--- src/rtl/serial_comparator_ctrl.sv ---
// Sequenced unsigned magnitude comparator: latches A/B on a start handshake,
// then compares one bit per clock MSB-first and presents one-hot
// greater/equal/lesser flags behind a valid/ready result handshake.
//
// Ports:
//   clk, rst_n        - rising-edge clock, asynchronous active-low reset
//   start_valid/ready - command handshake; ready is high only while idle
//   A, B              - operands, sampled on the start handshake
//   result_valid/ready- result handshake; flags hold while stalled
//   A_greater_B, A_equal_B, A_lesser_B - one-hot result flags
//   busy              - high while scanning or holding a result
//   bits_examined     - bit positions compared for the current/last result
module serial_comparator_ctrl #(
    parameter int unsigned WIDTH      = 8,
    parameter bit          EARLY_EXIT = 1'b1,
    parameter int unsigned CNT_W      = $clog2(WIDTH + 1)
) (
    input  logic             clk,
    input  logic             rst_n,
    input  logic             start_valid,
    output logic             start_ready,
    input  logic [WIDTH-1:0] A,
    input  logic [WIDTH-1:0] B,
    output logic             result_valid,
    input  logic             result_ready,
    output logic             A_greater_B,
    output logic             A_equal_B,
    output logic             A_lesser_B,
    output logic             busy,
    output logic [CNT_W-1:0] bits_examined
);

    localparam int unsigned IDX_W = (WIDTH > 1) ? $clog2(WIDTH) : 1;

    typedef enum logic [1:0] {
        S_IDLE = 2'd0,
        S_SCAN = 2'd1,
        S_DONE = 2'd2
    } state_t;

    state_t           state_q, state_d;
    logic [WIDTH-1:0] a_q, a_d;
    logic [WIDTH-1:0] b_q, b_d;
    logic [IDX_W-1:0] idx_q, idx_d;
    logic [CNT_W-1:0] bits_q, bits_d;
    logic             gt_s_q, gt_s_d;
    logic             lt_s_q, lt_s_d;
    logic             gt_q, gt_d;
    logic             eq_q, eq_d;
    logic             lt_q, lt_d;
    logic             rv_q, rv_d;
    logic             busy_q, busy_d;

    logic             a_bit_c;
    logic             b_bit_c;
    logic             gt_new_c;
    logic             lt_new_c;

    // Next-state and next-output logic
    always_comb begin
        state_d = state_q;
        a_d     = a_q;
        b_d     = b_q;
        idx_d   = idx_q;
        bits_d  = bits_q;
        gt_s_d  = gt_s_q;
        lt_s_d  = lt_s_q;
        gt_d    = gt_q;
        eq_d    = eq_q;
        lt_d    = lt_q;
        rv_d    = rv_q;
        busy_d  = busy_q;

        a_bit_c = a_q[idx_q];
        b_bit_c = b_q[idx_q];
        // Sticky flags only latch on the first (most significant) difference
        gt_new_c = gt_s_q | (~lt_s_q &  a_bit_c & ~b_bit_c);
        lt_new_c = lt_s_q | (~gt_s_q & ~a_bit_c &  b_bit_c);

        case (state_q)
            S_IDLE: begin
                if (start_valid) begin
                    a_d     = A;
                    b_d     = B;
                    idx_d   = IDX_W'(WIDTH - 1);
                    bits_d  = '0;
                    gt_s_d  = 1'b0;
                    lt_s_d  = 1'b0;
                    busy_d  = 1'b1;
                    state_d = S_SCAN;
                end
            end

            S_SCAN: begin
                bits_d = bits_q + CNT_W'(1);
                if (EARLY_EXIT) begin
                    if (a_bit_c != b_bit_c) begin
                        gt_d    = a_bit_c;
                        lt_d    = b_bit_c;
                        rv_d    = 1'b1;
                        state_d = S_DONE;
                    end else if (idx_q == '0) begin
                        eq_d    = 1'b1;
                        rv_d    = 1'b1;
                        state_d = S_DONE;
                    end else begin
                        idx_d = idx_q - IDX_W'(1);
                    end
                end else begin
                    gt_s_d = gt_new_c;
                    lt_s_d = lt_new_c;
                    if (idx_q == '0) begin
                        gt_d    = gt_new_c;
                        lt_d    = lt_new_c;
                        eq_d    = ~(gt_new_c | lt_new_c);
                        rv_d    = 1'b1;
                        state_d = S_DONE;
                    end else begin
                        idx_d = idx_q - IDX_W'(1);
                    end
                end
            end

            S_DONE: begin
                // bits_examined deliberately keeps the last count
                if (result_ready) begin
                    gt_d    = 1'b0;
                    eq_d    = 1'b0;
                    lt_d    = 1'b0;
                    rv_d    = 1'b0;
                    busy_d  = 1'b0;
                    state_d = S_IDLE;
                end
            end

            default: begin
                state_d = S_IDLE;
            end
        endcase
    end

    // State and output registers
    always_ff @(posedge clk or negedge rst_n) begin
        if (!rst_n) begin
            state_q <= S_IDLE;
            a_q     <= '0;
            b_q     <= '0;
            idx_q   <= IDX_W'(WIDTH - 1);
            bits_q  <= '0;
            gt_s_q  <= 1'b0;
            lt_s_q  <= 1'b0;
            gt_q    <= 1'b0;
            eq_q    <= 1'b0;
            lt_q    <= 1'b0;
            rv_q    <= 1'b0;
            busy_q  <= 1'b0;
        end else begin
            state_q <= state_d;
            a_q     <= a_d;
            b_q     <= b_d;
            idx_q   <= idx_d;
            bits_q  <= bits_d;
            gt_s_q  <= gt_s_d;
            lt_s_q  <= lt_s_d;
            gt_q    <= gt_d;
            eq_q    <= eq_d;
            lt_q    <= lt_d;
            rv_q    <= rv_d;
            busy_q  <= busy_d;
        end
    end

    assign start_ready   = (state_q == S_IDLE);
    assign result_valid  = rv_q;
    assign A_greater_B   = gt_q;
    assign A_equal_B     = eq_q;
    assign A_lesser_B    = lt_q;
    assign busy          = busy_q;
    assign bits_examined = bits_q;

endmodule

--- config.mk ---
export PLATFORM = sky130hd
export DESIGN_NAME = serial_comparator_ctrl
export DESIGN_NICKNAME = d
export VERILOG_FILES = /design/src/rtl/serial_comparator_ctrl.sv
export SDC_FILE = /design/constraint.sdc
export NUM_CORES = 1
export LEC_CHECK = 0
export CORE_AREA = 8 8 65 67
export DETAILED_ROUTE_END_ITERATION = 12
export DIE_AREA = 0 0 73 75
export PLACE_DENSITY = 0.76
export SLEW_MARGIN = 10
export SYNTH_ARGS = -nofsm -noshare
export SYNTH_HDL_FRONTEND = slang
export SYNTH_SLANG_ARGS = --single-unit
--- constraint.sdc ---
create_clock -name clk -period 2.9 [get_ports clk]
set_input_delay 0.58 -clock clk [delete_from_list [all_inputs] [get_ports clk]]
set_output_delay 0.58 -clock clk [all_outputs]
set_load 0.02 [all_outputs]
==> results.md, run 1 <==
* Run status: complete, no violations
* Area grow syn2layout at 24.3%
* Initial Utilization at ~49%
* H-tree level count at 2
* Finished layout cell area at between 0.0015 and 0.002 mm2
* GRT Overall Usage at a little over an eighth
* CTS Buffer Depth at 2
* Detail Route Antenna Nets at 0
* Peak supply drop at 0.411 mV
* Final min period at 2360 ps
* Register bit total from synthesis at 30
* Post-synth EDFFs at 0
* RR Startpoint: idx_q[0]
* Post-Syn Area at about 0.0016 mm2
* Die area at 0.00548 mm2
* Final Cycle Share at between 80% and 90%
* Synthesized instance count at between 100 and 150
* Clock buffer count from CTS at 5
* Critical path required time at 2320 ps
* Number of I/O port buffers at 29
* Vias/cell at 5.52
* Critical path launch point type: register
* Later-pin clock latency in the skew report at 330 ps
* Post_cts resized at 0
* CTS tree: built
* # Max-Cap Violations at 0
* Hpwl dp at ~2600 um
* Core Area at ~0.0032 mm2
* Clk slew on worst S/H paths at around 90 ps
* Vias in the first global route at roughly 1.2k
* Final estimated routing congestion in global placement at around 0.86
* Clock sink count at 30
* DRT Pass-1 Iters at 4
* Post-Route WL at 3290 um
* Final net count at 189
* Crit path capture type: output port
* Avg Cell Area, Syn at approximately 12 um2
* Final Hold Slack at a little over 500 ps
* Slew of the pin with the lowest slew margin at approximately 720 ps
* Power density over the cells at between 1000 and 1500 mW/mm2
* # setup viols final at 0
* Slew Viols, Final at 0
* I/O pin count at 30
* Hold buffers post-CTS at 0
* First-pass GRT wire length at ~5700 um
* Hold Path Class: register to register
* # rows at 21
* Yosys cell types at 38
* Sequential share of the synthesized area at around half
* Diodes inserted at 0
* Clock root cell: clkbuf_4
* Fill count at ~280
* Final TNS setup at 0 ps
* Synthesized Nets at about 160
* Initial DRC count at 80
* Hold path startpoint: b_q[6]
* Max FO, Critical Path at 7
* Clock power frac at between 10 and 15%
* Setup repair after global routing missed its margin: false
* Largest net degree at the start of global routing at 20
* Sw Share at between 30% and 40%
* Combinational power share at 53.4%
* WL per Instance at between 15 and 20 um
* Initial antenna violation count at 0
* Via count at 1,154
* Leak at between 0.0008 and 0.0009 uW
* Warnings from Yosys at 0
* Grt ovf at 0
* Synth Flop Type: dfrtp_1
* Share of layout cells above drive strength 1 at a little over a fifth
* Floorplan die width at 73 um
* Worst Setup Path Type: register to output port
* Int Power at approximately 1300 uW
* Flop pwr share at a little over a third
* # Post-CTS Setup Buffers at 0
* WP data arrival at 1780 ps
* Placed cell area at approximately 0.0019 mm2
* Fmax at between 0.4 and 0.5 GHz
* Slew headroom at between 50% and 60%
* Endpoints failing hold at 0
* Switching power of the nets at between 800 and 900 uW
* Clk_skew at around 14 ps
* Critical Path Start: state_q[0]
* Detailed-route DRC error count at 0
* Die outline height at 75 um
* Fraction of registers with async set/reset at 100%
[placed cells by master, fill, tap and decap left out, drive strengths merged, types with 2 or more instances in the layout]
cell,netlist,layout
ha,6,6
o211ai,2,2
o22ai,2,2
nand3,4,4
nor2,6,6
nor2b,2,2
mux4,4,4
o21ai,8,8
inv,8,8
a21oi,2,2
dfstp,3,3
dfrtp,27,27
clkdlybuf4s50,0,29
mux2,18,18
a211oi,2,2
and3,2,2
nand2b,2,2
nor3,5,5
nand2,6,6
o2bb2ai,2,2
nand4,2,2
mux2i,2,2
clkbuf,1,7
[per-layer routing]
metal / GRT usage, % / wire, um / vias up
li1: - / - / 543
met2: 22.7 / 1650 / 36
met1: 14.8 / 1360 / 569
met4: 5.33 / 40 / 0
met5: 0 / 0 / -
met3: 4.79 / 240 / 6
[per-stage QoR]
| step | setup WS, ps | util, % | power (uW) | std cells |
|---|---|---|---|---|
| CTS | 540 | 60.3 | 2110 | 209 |
| floorplan | 764 | - | 1560 | 129 |
| finish | 540 | 60.3 | 2090 | 209 |
| detailed placement | 629 | 58.9 | 1890 | 202 |
| global route | 443 | 60.3 | 2260 | 209 |
| global placement | 660 | 58.9 | 1850 | 202 |
[logic make-up (layout without fill, tap and decap cells)]
family / Yosys count / in the layout / synth area share, %
DFF: 30 / 30 / 48.1
and+or+nand+nor: 30 / 30 / 9.50
AOI/OAI and AO/OA: 26 / 26 / 11.3
muxes: 24 / 24 / 21.0
buffers and inverters: 11 / 45 / 3.19
adders and majority gates: 6 / 6 / 4.79
xor gates and xnor gates: 2 / 2 / 2.08
[critical path, cell delays in order, from the launching register on]
cell and delay (ps):
dfrtp_1 390, inv_1 110, ha_1 290, clkdlybuf4s50_1 650
[final timing paths]
path                                          to  depth (start not counted)  slack (ps)
worst min register to register            b_q[6]                          1         510
worst min-delay path                      b_q[6]                          1         510
min in group asynchronous       bits_examined[0]                          1         620
max in group asynchronous               idx_q[0]                          2        1560
worst max-delay path                 start_ready                          3         540
worst max register to register          idx_q[2]                          5         620
[synthesized netlist by cell type, types with 2 or more instances]
cell type  count  share of area (%)
a211oi_1       2               0.96
a21oi_1        2               0.64
and3_1         2               0.80
dfrtp_1       27                 43
dfstp_2        3                5.0
ha_1           6                4.8
inv_1          8                1.9
mux2_2        17                 12
mux4_2         4                5.7
nand2_1        6                1.4
nand2b_1       2               0.80
nand3_1        4                1.3
nand4_1        2               0.80
nor2_1         6                1.4
nor2b_1        2               0.80
nor3_1         5                1.6
o211ai_1       2               0.96
o21ai_0        5                1.6
o21ai_1        3               0.96
o22ai_1        2               0.80
o2bb2ai_1      2                1.1
[power groups by stage]
stage | logic (uW) | clock network (uW) | registers, uW
after global placement | 1100 | 0 | 751
after CTS | 1130 | 231 | 750
after global routing | 1230 | 258 | 775
after detailed placement | 1130 | 0 | 760
final | 1120 | 227 | 748
after floorplan | 790 | 0 | 768
[layout make-up]
type,instances,area (um2),area share (%)
clock buffer,7,45.0,2.31
inverter,8,30.0,1.54
multi-input combinational,88,763,39.2
sequential,30,754,38.7
tap,46,57.6,2.95
timing repair buffer,30,298,15.3
[state kept, by name, indices dropped and copies added (netlist names)]
signal and count:
bits_examined 4, state_q 2, A_greater_B 1, A_lesser_B 1, b_q 8, busy 1
result_valid 1, idx_q 3, a_q 8, A_equal_B 1
Note: power is estimated with default switching activity, not from simulation.
==> run 2, diff against run 1 <==
Settings changed: CORE_AREA 8 8 65 67 to 8 8 68 70, DIE_AREA 0 0 73 75 to 0 0 76 78, PLACE_DENSITY 0.76 to 0.72.
Clock period 2.9 ns to 2.1 ns, I/O delays scaled along.
==> results.md, run 2 (synthesis results as in run 1) <==
* Final min period at approximately 2200 ps
* Clock buffer count from CTS at 5 (unchanged)
* I/O pin count at 30 (unchanged)
* Slowest-stage cell, CP: dfstp_2
* Initial DRC count at 98 (+23%)
* Final estimated routing congestion in global placement at 0.876 (+1.4%)
* Area grow syn2layout at 37.5%
* Hold Path Class: input pin to asynchronous set/reset pin
* RR Startpoint: idx_q[0]
* Detailed-route DRC error count at 0 (unchanged)
* Power density over the cells at 1670 mW/mm2 (+56%)
* Hpwl dp at 2560 um (-0.79%)
* Clk_skew at 11.5 ps (-2.16 ps)
* Initial antenna violation count at 0 (unchanged)
* Vias/cell at 5.38 (-2.5%)
* Crit-path cells: mux4_2 -> mux2_4 -> xor2_4 -> a211oi_2 -> a211oi_2
* Vias in the first global route at 1,275 (+4.9%)
* Clock sink count at 30 (unchanged)
* CTS Buffer Depth at 2 (unchanged)
* Leak at 0.000911 uW (+12%)
* Post-Route WL at 3640 um (+10%)
* Endpoints failing hold at 0 (unchanged)
* Die outline height at 78 um (+4.0%)
* Initial Utilization at 44.2% (-4.4 points)
* Most frequent cells in the layout: 28 x clkdlybuf4s50_1, 27 x dfrtp_1, 17 x mux2_2, 11 x buf_4, 8 x inv_1
* Placed cell area at 0.00198 mm2 (+4.3%)
* Final TNS setup at -332 ps (-332 ps)
* Crit path max-delay family: multiplexers
* Fill count at 275 (-2.8%)
* Final net count at 203 (+7.4%)
* Fmax at ~0.46 GHz
* WL per Instance at 16.1 um (+2.2%)
* Finished layout cell area at 0.00216 mm2 (+11%)
* Setup repair after global routing missed its margin: true
* Share of layout cells above drive strength 1 at 30.9% (+10 points)
* Max FO, Critical Path at 5 (-2)
* GRT Overall Usage at 12.2% (-1.2 points)
* Largest net degree at the start of global routing at 31 (+55%)
* # rows at 22 (+4.8%)
* Number of I/O port buffers at 29 (unchanged)
* Final Cycle Share at 103%
* Critical path launch point type: register
* Die area at 0.00593 mm2 (+8.3%)
* # Max-Cap Violations at 0 (unchanged)
* Crit path top cell by count: a211oi_2
* Clk slew on worst S/H paths at 100 ps (about the same)
* Slew of the pin with the lowest slew margin at 478 ps (-242 ps)
* WP data arrival at 2420 ps (+640 ps)
* Diodes inserted at 0 (unchanged)
* DRT Pass-1 Iters at 4 (unchanged)
* Detail Route Antenna Nets at 0 (unchanged)
* H-tree level count at 2 (unchanged)
* Core Area at 0.00355 mm2 (+9.9%)
* Floorplan die width at 76 um (+4.1%)
* Crit path capture type: register
* CP Buf/Inv Count at 0 (-2)
* Final Util at 60.7% (+0.43 points)
* Slew Viols, Final at 0 (unchanged)
* First-pass GRT wire length at 5940 um (+4.9%)
* Critical Path Start: idx_q[0]
* Slowest stage delay, CP at 620 ps (-30 ps)
* Peak supply drop at 0.666 mV (+62%)
* Pre-CTS setup slack at -59.2 ps (-688 ps)
* Grt ovf at 0 (unchanged)
* CTS tree: built
* Run status: finished with violations
* Critical path required time at 2350 ps (+30 ps)
* Worst setup margin at -67.9 ps (-608 ps)
* # setup viols final at 8 (+8)
* Clock root cell: clkbuf_4
* Most common cell after layout, fill and taps aside: clkdlybuf4s50_1
* Failing checks: setup timing
* Worst Setup Path Type: register to register
* Hold buffers post-CTS at 0 (unchanged)
* Via count at 1,217 (+5.5%)
* Slew headroom at 67.9% (+16 points)
* Later-pin clock latency in the skew report at 320 ps (about the same)
## run 2: cell count changes in the layout (fill, tap and decap cells not counted), moves of 2 or more
cell | previous run | this run
a211oi_1 | 2 | 0
a211oi_2 | 0 | 2
buf_4 | 1 | 11
buf_6 | 0 | 3
xnor2_4 | 0 | 2
## run 2: worst paths after layout
path                           endpoint  slack [ps]  depth (start not counted)
max                            idx_q[1]         -70                          5
min                           A_equal_B         470                          2
min reg2reg                result_valid         500                          1
min in group clk           result_valid         500                          1
max reg2reg                    idx_q[1]         -70                          5
max in group asynchronous      idx_q[2]        1310                          2
## run 2: power breakdown
| group | switching [uW] | total, uW | internal [uW] |
|---|---|---|---|
| registers | 185 | 1040 | 851 |
| logic | 1050 | 2210 | 1160 |
| clock network | 198 | 360 | 162 |
## run 2: repair_timing
action | 4_1_cts | 5_1_grt
gates cloned | 1 | 0
gates resized for setup | 2 | 10
pin swaps | 3 | 9
setup endpoints to repair | 6 | 10
setup buffers | 3 | 1
## run 2: layer usage
layer	track usage [%]	vias up	routed length, um
li1	-	573	-
met1	14.2	589	1550
met2	19.5	48	1820
met3	5.07	7	218
met4	4.51	0	55
met5	0	-	0
## run 2: worst register-to-register path, stage by stage, from the launching register on
cell	delay, ps
dfstp_2	620
mux4_2	510
mux2_4	370
xor2_4	280
a211oi_2	120
a211oi_2	200
## run 2: layout make-up
cell class / instances / area, um2 / share of cell area, %
clock buffers: 7 / 55.1 / 2.55
clock inverters: 1 / 5.00 / 0.232
inverters: 8 / 30.0 / 1.39
multi-input cells: 89 / 842 / 39.1
flip-flops and latches: 30 / 754 / 35.0
well taps: 48 / 60.1 / 2.79
repair buffers: 43 / 409 / 19.0
## run 2: metrics by stage
stage               power, uW  hold slack, ps  cells
floorplan                2210             124    129
global placement         2710             477    213
detailed placement       2790             483    213
CTS                      3340             479    225
global route             3850             502    226
finish                   3610             474    226
